### config.mk
export PLATFORM = sky130hd
export DESIGN_NAME = hx8352_init_sequencer
export DESIGN_NICKNAME = d
export VERILOG_FILES = /design/src/rtl/hx8352_init_sequencer.sv
export SDC_FILE = /design/constraint.sdc
export NUM_CORES = 1
export LEC_CHECK = 0
export CORE_ASPECT_RATIO = 0.9
export CORE_MARGIN = 8
export CORE_UTILIZATION = 49
export DETAILED_ROUTE_END_ITERATION = 10
export PLACE_DENSITY_LB_ADDON = 0.05
export SYNTH_ARGS = -nofsm -noshare
export SYNTH_HDL_FRONTEND = slang
export SYNTH_SLANG_ARGS = --single-unit
### constraint.sdc
create_clock -name clk -period 2.2 [get_ports clk]
set_input_delay 0.33 -clock clk [delete_from_list [all_inputs] [get_ports clk]]
set_output_delay 0.33 -clock clk [all_outputs]
set_load 0.05 [all_outputs]
### src/rtl/hx8352_init_sequencer.sv
// hx8352_init_sequencer
// Walks an external init ROM (cmd/data/delay/end entries) through the HX8352
// 8080 bus controller, then streams pixels from an upstream valid/ready source,
// inserting GRAM_CMD before the first pixel of each frame.
// Optional feature: define HX8352_SEQ_LCD_RESET_EN to add the lcd_reset_n port
// and the panel reset pulse/wait that runs before the first ROM fetch.
module hx8352_init_sequencer #(
   parameter int          CLK_FREQ_HZ   = 50000000,
   parameter int          ROM_AW        = 8,
   parameter logic [15:0] GRAM_CMD      = 16'h0022,
   parameter int          RESET_LOW_MS  = 10,
   parameter int          RESET_WAIT_MS = 120
) (
   input  logic              clk,
   input  logic              rst,
   output logic [ROM_AW-1:0] rom_addr,
   input  logic [17:0]       rom_data,
   output logic [15:0]       bus_data,
   output logic              bus_dc,
   output logic              bus_step,
   input  logic              bus_busy,
   input  logic [15:0]       px_data,
   input  logic              px_first,
   input  logic              px_valid,
   output logic              px_ready,
   output logic              init_done
`ifdef HX8352_SEQ_LCD_RESET_EN
   ,
   output logic              lcd_reset_n
`endif
);

   // A clock slower than 1 kHz still gets a one-cycle millisecond.
   localparam int CYC_PER_MS = (CLK_FREQ_HZ / 1000 > 0) ? (CLK_FREQ_HZ / 1000) : 1;
   localparam int PW         = (CYC_PER_MS > 1) ? $clog2(CYC_PER_MS) : 1;
   localparam logic [PW-1:0] PRE_LAST = PW'(CYC_PER_MS - 1);

   localparam logic [1:0] T_CMD   = 2'b00;
   localparam logic [1:0] T_DATA  = 2'b01;
   localparam logic [1:0] T_DELAY = 2'b10;
   localparam logic [1:0] T_END   = 2'b11;

   typedef enum logic [3:0] {
      S_BOOT      = 4'd0,
      S_FETCH     = 4'd1,
      S_DECODE    = 4'd2,
      S_DELAY     = 4'd3,
      S_ISSUE     = 4'd4,
      S_WAIT_ACK  = 4'd5,
      S_WAIT_DONE = 4'd6,
      S_READY     = 4'd7,
      S_LCD_RST   = 4'd8,
      S_LCD_WAIT  = 4'd9
   } state_t;

   // Where a finished handshake hands control back to.
   typedef enum logic [1:0] {
      RET_INIT  = 2'd0,   // next ROM entry
      RET_PIXEL = 2'd1,   // GRAM command sent, pixel still pending
      RET_READY = 2'd2    // pixel sent, accept the next one
   } ret_t;

   state_t         state_r;
   ret_t           ret_r;
   logic [15:0]    ms_cnt_r;
   logic [PW-1:0]  pre_cnt_r;
   logic [15:0]    px_lat_r;

   logic           tick_s;
   logic           ms_done_s;
   logic [15:0]    ms_cnt_nx_s;
   logic [PW-1:0]  pre_cnt_nx_s;
   logic [1:0]     rom_type_s;
   logic [15:0]    rom_val_s;

   // Millisecond timer arithmetic shared by the delay and panel-reset states
   always_comb begin
      rom_type_s = rom_data[17:16];
      rom_val_s  = rom_data[15:0];
      tick_s     = (pre_cnt_r == PRE_LAST);
      ms_done_s  = (ms_cnt_r == 16'd0) || (tick_s && (ms_cnt_r == 16'd1));
      if (tick_s) begin
         pre_cnt_nx_s = {PW{1'b0}};
         ms_cnt_nx_s  = ms_cnt_r - 16'd1;
      end else begin
         pre_cnt_nx_s = pre_cnt_r + PW'(1);
         ms_cnt_nx_s  = ms_cnt_r;
      end
   end

   // Sequencer FSM: boot, ROM walk, ms delays, bus handshake and pixel streaming
   always_ff @(posedge clk) begin
      if (rst) begin
         state_r   <= S_BOOT;
         ret_r     <= RET_INIT;
         rom_addr  <= {ROM_AW{1'b0}};
         bus_data  <= 16'h0000;
         bus_dc    <= 1'b1;
         bus_step  <= 1'b0;
         px_ready  <= 1'b0;
         init_done <= 1'b0;
         ms_cnt_r  <= 16'd0;
         pre_cnt_r <= {PW{1'b0}};
         px_lat_r  <= 16'h0000;
`ifdef HX8352_SEQ_LCD_RESET_EN
         lcd_reset_n <= 1'b0;
`endif
      end else begin
         case (state_r)
            S_BOOT: begin
               // The controller holds busy high until it has powered up.
               if (!bus_busy) begin
                  // Preloaded for the panel reset; unused when that is absent.
                  ms_cnt_r  <= 16'(RESET_LOW_MS);
                  pre_cnt_r <= {PW{1'b0}};
`ifdef HX8352_SEQ_LCD_RESET_EN
                  state_r   <= S_LCD_RST;
`else
                  state_r   <= S_FETCH;
`endif
               end
            end

            S_LCD_RST: begin
               if (ms_done_s) begin
                  ms_cnt_r  <= 16'(RESET_WAIT_MS);
                  pre_cnt_r <= {PW{1'b0}};
`ifdef HX8352_SEQ_LCD_RESET_EN
                  lcd_reset_n <= 1'b1;
`endif
                  state_r   <= S_LCD_WAIT;
               end else begin
                  ms_cnt_r  <= ms_cnt_nx_s;
                  pre_cnt_r <= pre_cnt_nx_s;
               end
            end

            S_LCD_WAIT: begin
               if (ms_done_s) begin
                  ms_cnt_r  <= 16'd0;
                  pre_cnt_r <= {PW{1'b0}};
                  state_r   <= S_FETCH;
               end else begin
                  ms_cnt_r  <= ms_cnt_nx_s;
                  pre_cnt_r <= pre_cnt_nx_s;
               end
            end

            S_FETCH: begin
               // rom_addr is already stable; the ROM answers one cycle later.
               state_r <= S_DECODE;
            end

            S_DECODE: begin
               case (rom_type_s)
                  T_CMD: begin
                     bus_data <= rom_val_s;
                     bus_dc   <= 1'b0;
                     bus_step <= 1'b1;
                     ret_r    <= RET_INIT;
                     state_r  <= S_ISSUE;
                  end
                  T_DATA: begin
                     bus_data <= rom_val_s;
                     bus_dc   <= 1'b1;
                     bus_step <= 1'b1;
                     ret_r    <= RET_INIT;
                     state_r  <= S_ISSUE;
                  end
                  T_DELAY: begin
                     if (rom_val_s == 16'd0) begin
                        rom_addr <= rom_addr + ROM_AW'(1);
                        state_r  <= S_FETCH;
                     end else begin
                        ms_cnt_r  <= rom_val_s;
                        pre_cnt_r <= {PW{1'b0}};
                        state_r   <= S_DELAY;
                     end
                  end
                  T_END: begin
                     init_done <= 1'b1;
                     px_ready  <= 1'b1;
                     state_r   <= S_READY;
                  end
                  default: begin
                     state_r <= S_FETCH;
                  end
               endcase
            end

            S_DELAY: begin
               if (ms_done_s) begin
                  ms_cnt_r  <= 16'd0;
                  pre_cnt_r <= {PW{1'b0}};
                  rom_addr  <= rom_addr + ROM_AW'(1);
                  state_r   <= S_FETCH;
               end else begin
                  ms_cnt_r  <= ms_cnt_nx_s;
                  pre_cnt_r <= pre_cnt_nx_s;
               end
            end

            S_ISSUE: begin
               bus_step <= 1'b0;
               state_r  <= S_WAIT_ACK;
            end

            S_WAIT_ACK: begin
               if (bus_busy) begin
                  state_r <= S_WAIT_DONE;
               end
            end

            S_WAIT_DONE: begin
               if (!bus_busy) begin
                  case (ret_r)
                     RET_INIT: begin
                        rom_addr <= rom_addr + ROM_AW'(1);
                        state_r  <= S_FETCH;
                     end
                     RET_PIXEL: begin
                        bus_data <= px_lat_r;
                        bus_dc   <= 1'b1;
                        bus_step <= 1'b1;
                        ret_r    <= RET_READY;
                        state_r  <= S_ISSUE;
                     end
                     default: begin
                        px_ready <= 1'b1;
                        state_r  <= S_READY;
                     end
                  endcase
               end
            end

            S_READY: begin
               if (px_valid && px_ready) begin
                  px_lat_r <= px_data;
                  px_ready <= 1'b0;
                  bus_step <= 1'b1;
                  state_r  <= S_ISSUE;
                  if (px_first) begin
                     bus_data <= GRAM_CMD;
                     bus_dc   <= 1'b0;
                     ret_r    <= RET_PIXEL;
                  end else begin
                     bus_data <= px_data;
                     bus_dc   <= 1'b1;
                     ret_r    <= RET_READY;
                  end
               end
            end

            default: begin
               state_r <= S_BOOT;
            end
         endcase
      end
   end

endmodule
* Word-level counts from Yosys, hierarchy flattened *
Index checks and enable logic that the tools add are counted.

cells by class
  $lt $le $gt $ge = 0
  reductions and logical operators = 27
  equality and inequality tests = 31
  $add $sub $neg = 3
  shift operators = 0
  bitwise operators = 0
  divide/modulo/power cells = 0
  multiply operators = 0
  muxes and demuxes = 55

operator list
  kind                                                                   number
  16-bit 2-to-1 mux                                                      16
  16-bit one-hot mux with 3 select lines                                 2
  16-bit one-hot mux with 4 select lines                                 1
  8-bit 2-to-1 mux                                                       5
  4-bit one-hot mux with 9 select lines                                  1
  16-bit logical NOT                                                     2
  2-bit != test (second input constant)                                  13
  4-bit 2-to-1 mux                                                       6
  8-bit one-hot mux with 3 select lines                                  1
  5-bit AND reduction                                                    4
  16-bit by 1-bit adder with 16-bit output (second input constant)       1
  16-bit by 1-bit == test with 1-bit output (second input constant)      1
  16-bit == test (second input constant)                                 1
  4-bit by 3-bit == test with 1-bit output (second input constant)       4
  16-bit by 1-bit subtractor with 16-bit output (second input constant)  1
  2-bit 2-to-1 mux                                                       6
  4-bit one-hot mux with 3 select lines                                  1
  6-bit AND reduction                                                    2
  1-bit 2-to-1 mux                                                       10
  3-bit nonzero test                                                     3
  8-bit by 1-bit adder with 8-bit output (second input constant)         1
  4-bit by 2-bit == test with 1-bit output (second input constant)       2
  4-bit == test (second input constant)                                  2
  4-bit AND reduction                                                    2
  other kinds (18)                                                       28

word-level totals
  memory bits (read-only) = 0
  input port bits = 39
  bits in latches = 0
  memories = 0
  bits in writable memories = 0
  register bits = 82

* Longest topological paths before layout *
Gate-level depths: netlist of run 1.

  depth in word-level cells = 5
  gate-level depth with buffers = 9
  depth with buffers taken out = 7

* Worst setup path after synthesis of run 1 *
OpenSTA, ideal clock, no wires.

  path type = register to register
  from = register px_ready
  to = register bus_data[10]
  buffers on the path = 1
  period minus slack after synthesis = 2144 ps
  library setup time = 70 ps
  cell stages (with the launch flop) = 8
  slack = 56 ps
  arrival = 2074 ps
  cell sequence = dfxtp_1 nand3_1 a2bb2oi_1 nor3b_1 o211ai_1 buf_2 or3_1 a21oi_1

on the way
  word-level cells in the longest chain between the ends = 3

ends and longest elaborated chain
  item                                  line  source
  from (decl)                           25    output logic px_ready,
  from (signal assigned)                100   px_ready <= 1'b0;
  from (signal assigned)                182   px_ready <= 1'b1;
  from (signal assigned)                229   px_ready <= 1'b1;
  1-bit logical AND                     237   if (px_valid && px_ready) begin
  2-bit != test (no source line)        -
  5-bit AND reduction (no source line)  -
  to (signal assigned)                  164   bus_data <= rom_val_s;
  to (signal assigned)                  222   bus_data <= px_lat_r;
  to (signal assigned)                  247   bus_data <= px_data;
  to (decl)                             18    output logic [15:0] bus_data,

Every way passes these cells.
A chain may end at the register's enable or synchronous reset.

* Worst setup path in the final report of run 1 *
  from = register pre_cnt_r[12]
  to = register ms_cnt_r[0]

on the way
  word-level cells in the longest chain between the ends = 5
  elaborated cells on any way between the ends = 7
  those cells by class = eq/ne: 1; mux: 4; reduce/logical: 2

ends and longest elaborated chain
  item                                      line           source
  from (decl)                               66             logic [PW-1:0] pre_cnt_r;
  from (signal assigned)                    103            pre_cnt_r <= {PW{1'b0}};
  from (signal assigned)                    115            pre_cnt_r <= {PW{1'b0}};
  from (signal assigned)                    127            pre_cnt_r <= {PW{1'b0}};
  16-bit == test *                          80             tick_s = (pre_cnt_r == PRE_LAST);
  1-bit logical AND                         81             ms_done_s = (ms_cnt_r == 16'd0) || (tick_s && (ms_cnt_r == 16'd1));
  1-bit logical OR                          81
  16-bit 2-to-1 mux (on tied branches)      139, 192, 125
  16-bit one-hot mux with 4 select lines *  109            case (state_r)
  to (signal assigned)                      114            ms_cnt_r <= 16'(RESET_LOW_MS);
  to (signal assigned)                      144            ms_cnt_r <= ms_cnt_nx_s;
  to (signal assigned)                      198            ms_cnt_r <= ms_cnt_nx_s;
  to (decl)                                 65             logic [15:0] ms_cnt_r;

Mark *: on every way between the ends. The rest lies on a longest branch, timed or not.

==> results of run 1 <==
## path summary, 6_finish.rpt
| path | end | cells past startpoint |
|---|---|---|
| max | ms_cnt_r[0]$_SDFFE_PP0P_ | 8 |
| min | ms_cnt_r[11]$_SDFFE_PP0P_ | 4 |
| max reg2reg | ms_cnt_r[0]$_SDFFE_PP0P_ | 8 |
| min reg2reg | bus_data[8]$_SDFFE_PP0P_ | 2 |
## synth_stat cells (all sizes together) (7+ instances only)
cell type,number
dfxtp,82
nand2,74
nor2,60
a21oi,58
nand3,25
clkbuf,20
inv,20
or3,20
buf,17
a221oi,15
nor3,13
o21ai,12
nand4,10
o32ai,10
xnor2,10
xor2,9
and3,8
nor4,8
a22oi,7
## flip-flops by register name (all words and copies together), names as in the netlist
register   count
bus_data      16
ms_cnt_r      16
pre_cnt_r     16
px_lat_r      16
rom_addr       8
state_r        4
ret_r          2
bus_dc         1
bus_step       1
init_done      1
px_ready       1
## per-stage QoR
step	power (mW)	area, um2	setup slack, ns	util
global route	6.874	6274	-0.1326	0.7288
finish	6.510	6274	-0.08548	0.7288
detailed placement	4.865	5692	-0.7851	0.6612
global placement	4.798	5692	-0.8149	0.6612
floorplan	3.604	4373	0.05564	-
CTS	6.177	5973	0.01039	0.6939
## area by class of cell
cell class,instances,area (um2),area share
repair buffers,159,1483,0.2363
well taps,119,148.9,0.02373
inverters,21,82.58,0.01316
multi-input cells,419,2688,0.4284
clock inverters,6,90.09,0.01436
flip-flops and latches,82,1644,0.2621
clock buffers,10,137.6,0.02194
## kinds of logic (layout without fill, tap and decap cells)
family,after synthesis,after routing,share of synthesized area
AND/OR/NAND/NOR,248,248,0.2881
AO/OA/AOI/OAI,144,144,0.2220
flip-flops,82,82,0.3754
buffers and inverters,58,196,0.05522
XOR/XNOR,19,19,0.03805
adder cells (fa/ha/maj),5,5,0.01431
multiplexers,3,3,0.006867
## report_power, final
group / switching, mW / leakage (nW) / internal [mW] / total, mW
sequential: 0.159 / 0.665 / 1.66 / 1.82
combinational: 1.94 / 1.55 / 1.50 / 3.43
clock: 0.583 / 0.112 / 0.672 / 1.26
total: 2.68 / 2.33 / 3.83 / 6.51
## repair_timing
item	in CTS	in global routing
pin swaps	11	23
gates resized for setup	14	45
setup buffers	2	6
gates cloned	0	4
hold buffers	0	0
setup endpoints to repair	8	66
## routing by layer
| metal | up-vias | global-route usage | wire length [um] |
|---|---|---|---|
| met5 | - | 0 | 0 |
| met4 | 0 | 0.06560 | 279 |
| met3 | 30 | 0.04392 | 1077 |
| met2 | 216 | 0.3693 | 6757 |
| met1 | 2304 | 0.2943 | 6175 |
| li1 | 2295 | - | - |
## critical path: cells and delay by family, from the launching register on
kind / cells / cell delay, ns
AND/OR/NAND/NOR: 3 / 1.09
AO/OA/AOI/OAI: 3 / 0.39
buffers and inverters: 2 / 0.34
flip-flops: 1 / 0.33
==> impl_metrics.ini, run 1 <==
[status]
status = finished, violations left
violations = negative setup slack

[logic_synthesis]
synthDistinctLibCells = 61
synthFlopType = dfxtp_1
ys_warn_count = 0
ys_top_cells_by_area = dfxtp_1 38%, a21oi_1 6.6%, nand2_1 6.4%
synthCells = 559
ys_async_sr_fraction = 0
synth.cell_area_um2 = 4373
syn_avg_cell_area_um2 = 7.823
netlist.area_leader.share = 0.3754
yosys.area.top_type = dfxtp_1
ys_seq_elements = 82
ys_seq_area_frac = 0.3754
synth-edff-count = 0
syn_nets = 603

[finish]
nFillCells = 670
layout_common_cells = 80 x dfxtp_1, 80 x buf_4, 74 x nand2_1
syn_to_final_growth_pct = 43.46
diodes = 0
drive_gt1_frac = 0.2166
finalNetCount = 736
fin_cells = 816

[die]
core_area_um2 = 8608
ioPinCount = 67
die_h_um = 105.6
placementRows = 32
start_util = 0.5080
die_x_um = 115.6
die_area_um2 = 12210

[critical_path]
cp_cell_sequence = or4_4 > nor4_4 > buf_4 > a211oi_4 > or2_4 > buf_12 > a32oi_2 > o22ai_1
cp-start-kind = flip-flop
cp.arrival_ns = 2.52
required_ns = 2.44
endpoint_kind = flip-flop
r2r_slack_ns = -0.09
crit_start = pre_cnt_r[12]$_SDFFE_PP0P_
cp_max_fo = 6
setup.worst_path.class = flip-flop to flip-flop
r2r-start = pre_cnt_r[12]$_SDFFE_PP0P_
slowest_delay_ns = 0.55
slowest_stage = or4_4

[power]
peakVddDrop_mv = 0.5772
p_leak_nw = 2.328
powerDensity_nw_per_um2 = 1038

[placement]
gp_congestion = 0.8869
portBuffers = 66
hpwlAfterDp_um = 9890
dp_cells = 788

[timing]
final_max_slew_viol_count = 0
timing.setup.tns_ns = -0.2940
rsz0062_at_grt = yes
final_hold_viol_count = 0
period_needed_ns = 2.285
clock.fmax_ghz = 0.4375
skew_ns = 0.009146
fin_crit_sh = 1.039
worstMarginPinSlew_ns = 0.5235
setup_slack_ns = -0.08548
hold_ws_ns = 0.4240
relSlewSlack = 0.6499
setup_violations = 7

[clock_tree]
clk_pin_slew_worst_paths_ns = 0.08
clock_sinks = 82
clk_latency_ns = 0.36
cts_buffers = 9
cts_max_level = 3
cts_tree = yes
cts_root_buffer = clkbuf_8
cts_max_path_buffers = 2

[min_path]
hold_class = input pin to flip-flop
min_from = rom_data[11]

[global_routing]
grt_pass1_wl_um = 22620
grt_usage = 0.2261
grt_pass1_vias = 4621
grt_max_degree = 61
antenna_found_initial = 0
grt-ovfl-total = 0

[detailed_routing]
drt_wl_total_um = 14290
drtPass1Iterations = 5
dr_total_vias = 4845
final_antenna_net_count = 0
viasPerCell = 5.938
drtIter0Drc = 387
drc = 0
wire_per_inst_um = 17.51

[run]
cap_violations = 0
Note: power is estimated with default switching activity, not from simulation.
==> run 2: changes to the inputs <==
- CORE_UTILIZATION: 49 -> 58
- clock period: 2.2 -> 2.9 ns (I/O delays scaled with it)
==> impl_metrics.ini, run 2 (same netlist as run 1, synthesis figures left out) <==
[status]
status = finished clean

[die]
core_area_um2 = 7432
die_area_um2 = 10580
ioPinCount = 67
die_h_um = 98.38
start_util = 0.5884
die_x_um = 107.5
placementRows = 30

[clock_tree]
cts_max_level = 3
cts_tree = yes
cts_max_path_buffers = 2
cts_buffers = 9
clk_latency_ns = 0.36
clock_sinks = 82
cts_root_buffer = clkbuf_8
clk_pin_slew_worst_paths_ns = 0.09

[timing]
clock.fmax_ghz = 0.3667
final_hold_viol_count = 0
period_needed_ns = 2.727
setup_slack_ns = 0.1730
skew_ns = 0.006862
relSlewSlack = 0.5069
setup_violations = 0
rsz0062_at_grt = no
final_max_slew_viol_count = 0
fin_crit_sh = 0.9403
worstMarginPinSlew_ns = 0.7379

[power]
p_leak_nw = 1.895
peakVddDrop_mv = 0.4652
powerDensity_nw_per_um2 = 775.5
power_mw = 4.261

[global_routing]
grt_max_degree = 61
grt_pass1_vias = 4319
antenna_found_initial = 0
grt-ovfl-total = 0
grt_usage = 0.2392
grt_pass1_wl_um = 20730

[finish]
layout_common_cells = 82 x dfxtp_1, 74 x nand2_1, 65 x clkdlybuf4s50_1
seq_area_um2 = 1642
multi_input_area_um2 = 2501
finalNetCount = 682
syn_to_final_growth_pct = 25.64
drive_gt1_frac = 0.1026
nFillCells = 602
final_common_cell = dfxtp_1
diodes = 0

[placement]
hpwlAfterDp_um = 9119
dp_worst_setup_slack_ns = -0.2799
gp_congestion = 0.8814
portBuffers = 66

[min_path]
hold_class = flip-flop to flip-flop
holdPathStages = 2

[detailed_routing]
wirelength_met1_um = 5400
wire_per_inst_um = 17.21
route.met2.wl_um = 5870
viasPerCell = 6.222
drtIter0Drc = 339
dr_total_vias = 4598
drtPass1Iterations = 4
drt_wl_total_um = 12720
highest_layer = met4
final_antenna_net_count = 0
drc = 0
met3WireLength_um = 1173

[critical_path]
cp-start-kind = input pin
required_ns = 3.19
path_delay_family = simple AND/OR/NAND/NOR gates
setup.worst_path.class = input pin to flip-flop
cp.depth = 8
cp_max_fo = 5
cp_cell_sequence = clkdlybuf4s50_1 > nor4_1 > buf_4 > nand4_1 > a2111oi_2 > nand3_1 > or4_1 > a21oi_1
reg2reg_depth = 7
endpoint_kind = flip-flop
cp.arrival_ns = 3.02
slowest_delay_ns = 0.54
slowest_stage = or4_1
critPathBufInv = 2

[run]
cap_violations = 0
run 2: cell types whose count changed in the layout (fill, tap and decap cells not counted), sizes merged:
cell,delta
bufinv,-1
clkinv,-1
buf,-52
inv,+1
dlymetal6s2s,-7
dlygate4sd2,-7
clkbuf,-1
clkdlybuf4s50,+14
run 2: metrics by stage:
| step | area, um2 | TNS [ns] | std cells | util | hold WS, ns |
|---|---|---|---|---|---|
| detailed placement | 5285 | -1.385 | 723 | 0.7111 | 0.4472 |
| finish | 5494 | 0 | 739 | 0.7392 | 0.4557 |
| CTS | 5489 | 0 | 739 | 0.7386 | 0.4583 |
| global placement | 5285 | -1.048 | 723 | 0.7111 | 0.4418 |
| floorplan | 4373 | 0 | 559 | - | 0.4362 |
| global route | 5494 | 0 | 739 | 0.7392 | 0.4804 |
run 2: report_power, final:
part           switching [mW]  internal (mW)  leakage (nW)  total, mW
Clock                   0.443          0.427        0.0962      0.869
Combinational            1.25          0.734          1.13       1.98
Sequential              0.150           1.26         0.664       1.41
run 2: path summary, 6_finish.rpt:
path                               end                      start  slack (ns)
max           rom_addr[7]$_SDFFE_PP0P_                rom_data[1]        0.17
max reg2reg   ms_cnt_r[9]$_SDFFE_PP0P_   ms_cnt_r[3]$_SDFFE_PP0P_        0.43
min reg2reg  bus_data[14]$_SDFFE_PP0P_  bus_data[14]$_SDFFE_PP0P_        0.46
min          bus_data[14]$_SDFFE_PP0P_  bus_data[14]$_SDFFE_PP0P_        0.46
run 2: worst reg2reg max path, cell delays in order (launching register included):
cell and delay [ns]:
dfxtp_1 0.38, nor4_2 0.53, and3_1 0.42, a21oi_1 0.19
or2_1 0.23, buf_4 0.21, a32oi_1 0.26, o32ai_1 0.12
run 2: cell type report:
class / instances / share of cell area
clock buffer: 11 / 0.02573
clock inverter: 5 / 0.01139
inverter: 21 / 0.01435
multi-input combinational: 419 / 0.4552
sequential: 82 / 0.2988
tap: 96 / 0.02186
timing repair buffer: 105 / 0.1726
run 2: what timing repair did:
item / in CTS / in global routing
buffers inserted: 0 / 0
hold buffers: 0 / 0
resized for setup: 0 / 1
endpoints found under the hold margin: 0 / 0
endpoints found under the setup margin: 0 / 4
run 2: metal layers:
| layer | GRT usage | up-vias |
|---|---|---|
| met5 | 0 | - |
| li1 | - | 2190 |
| met2 | 0.3705 | 231 |
| met4 | 0.08316 | 0 |
| met1 | 0.3116 | 2154 |
| met3 | 0.06188 | 23 |
==> run 3: changes to the inputs <==
- PLACE_DENSITY: unset -> 0.88
- PLACE_DENSITY_LB_ADDON: 0.05 -> unset
==> impl_metrics.ini, run 3 (same netlist as run 1, synthesis figures left out) <==
[detailed_routing]
drtIter0Drc = 456
final_antenna_net_count = 0
drc = 0
wire_per_inst_um = 18.24
viasPerCell = 6.399
dr_total_vias = 4761
drt_wl_total_um = 13570
drtPass1Iterations = 5

[timing]
period_needed_ns = 2.806
timing.setup.tns_ns = 0
worstMarginPinSlew_ns = 0.6877
hold_ws_ns = 0.4566
fin_crit_sh = 0.9676
final_hold_viol_count = 0
setup_violations = 0
relSlewSlack = 0.5415
skew_ns = 0.008383
final_max_slew_viol_count = 0
rsz0062_at_grt = no
clock.fmax_ghz = 0.3564

[critical_path]
cp_cell_sequence = clkdlybuf4s50_1 > nor4_1 > buf_4 > nand4_1 > a2111oi_2 > nand3_1 > buf_4 > or3_1 > a21oi_1
path_delay_family = simple AND/OR/NAND/NOR gates
cp_max_fo = 6
cp_common_cell = buf_4
required_ns = 3.20
setup.worst_path.class = input pin to flip-flop
critPathBufInv = 3
endpoint_kind = flip-flop
cp.arrival_ns = 3.11
cp.depth = 9
reg2reg_depth = 7
slowest_delay_ns = 0.49
cp-start-kind = input pin
slowest_stage = a2111oi_2

[die]
start_util = 0.5884
die_h_um = 98.38
core_area_um2 = 7432
placementRows = 30
die_x_um = 107.5
ioPinCount = 67
die_area_um2 = 10580

[clock_tree]
cts_max_path_buffers = 2
clk_pin_slew_worst_paths_ns = 0.09
cts_tree = yes
cts_setup_buffers = 0
clock_sinks = 82
clk_latency_ns = 0.37
cts_root_buffer = clkbuf_8
cts_buffers = 9
cts_max_level = 3

[finish]
post-route-util = 0.7470
nFillCells = 545
diodes = 0
drive_gt1_frac = 0.1111
layout_common_cells = 82 x dfxtp_1, 74 x nand2_1, 65 x clkdlybuf4s50_1
syn_to_final_growth_pct = 26.95
finalNetCount = 687
final_common_cell = dfxtp_1

[min_path]
hold_class = flip-flop to flip-flop
holdPathStages = 2

[placement]
portBuffers = 66
hpwlAfterDp_um = 9622
gp_congestion = 0.9088

[global_routing]
grt_pass1_wl_um = 21780
grt_pass1_vias = 4536
grt-ovfl-total = 0
grt_usage = 0.2514
antenna_found_initial = 0
grt_max_degree = 61

[power]
powerDensity_nw_per_um2 = 791.6
peakVddDrop_mv = 0.4492
p_leak_nw = 1.926
power_mw = 4.394

[status]
status = finished clean

[run]
cap_violations = 0
-- run 3: stage by stage --
stage,instance area [um2],instances,setup slack (ns)
after floorplan,4373,559,0.7045
after detailed placement,5323,728,-0.2164
after global placement,5323,728,-0.1540
after global routing,5552,744,0.04618
after CTS,5547,744,0.1338
final,5552,744,0.09388
-- run 3: where the power goes --
group          internal [mW]  switching [mW]  total [mW]
Clock                  0.491           0.461       0.952
Combinational          0.762            1.26        2.03
Sequential              1.26           0.156        1.42
Total                   2.51            1.88        4.39
-- run 3: path summary, 6_finish.rpt --
kind                       startpoint                        to  slack [ns]
max                       rom_data[1]  rom_addr[5]$_SDFFE_PP0P_        0.09
min          bus_data[2]$_SDFFE_PP0P_  bus_data[2]$_SDFFE_PP0P_        0.46
max reg2reg   state_r[1]$_SDFFE_PP0P_  rom_addr[5]$_SDFFE_PP0P_        0.35
min reg2reg  bus_data[2]$_SDFFE_PP0P_  bus_data[2]$_SDFFE_PP0P_        0.46
-- run 3: cell type report --
| class | count | area, um2 | share of cell area |
|---|---|---|---|
| Multi-Input combinational cell | 419 | 2501 | 0.4505 |
| Sequential cell | 82 | 1642 | 0.2957 |
| Timing Repair Buffer | 110 | 985.9 | 0.1776 |
| Clock buffer | 9 | 123.9 | 0.02231 |
| Tap cell | 96 | 120.1 | 0.02164 |
| Clock inverter | 7 | 100.1 | 0.01803 |
| Inverter | 21 | 78.83 | 0.01420 |
-- run 3: worst min-delay path: cells and delay by family, from the launching register on --
kind | cells | cell delay, ns
AOI/OAI and AO/OA | 1 | 0.05
DFF | 1 | 0.32
and+or+nand+nor | 1 | 0.05
-- run 3: routing by layer --
layer	global-route usage	wire length, um	vias to the layer above
met4	0.1023	340	0
met5	0	0	-
met3	0.05464	1041	32
met1	0.3175	5571	2281
li1	-	-	2196
met2	0.4021	6618	252
-- run 3: timing repair --
item | 4_1_cts | 5_1_grt
endpoints found under the hold margin | 0 | 0
endpoints found under the setup margin | 0 | 3
hold buffers | 0 | 0
resized for setup | 0 | 1
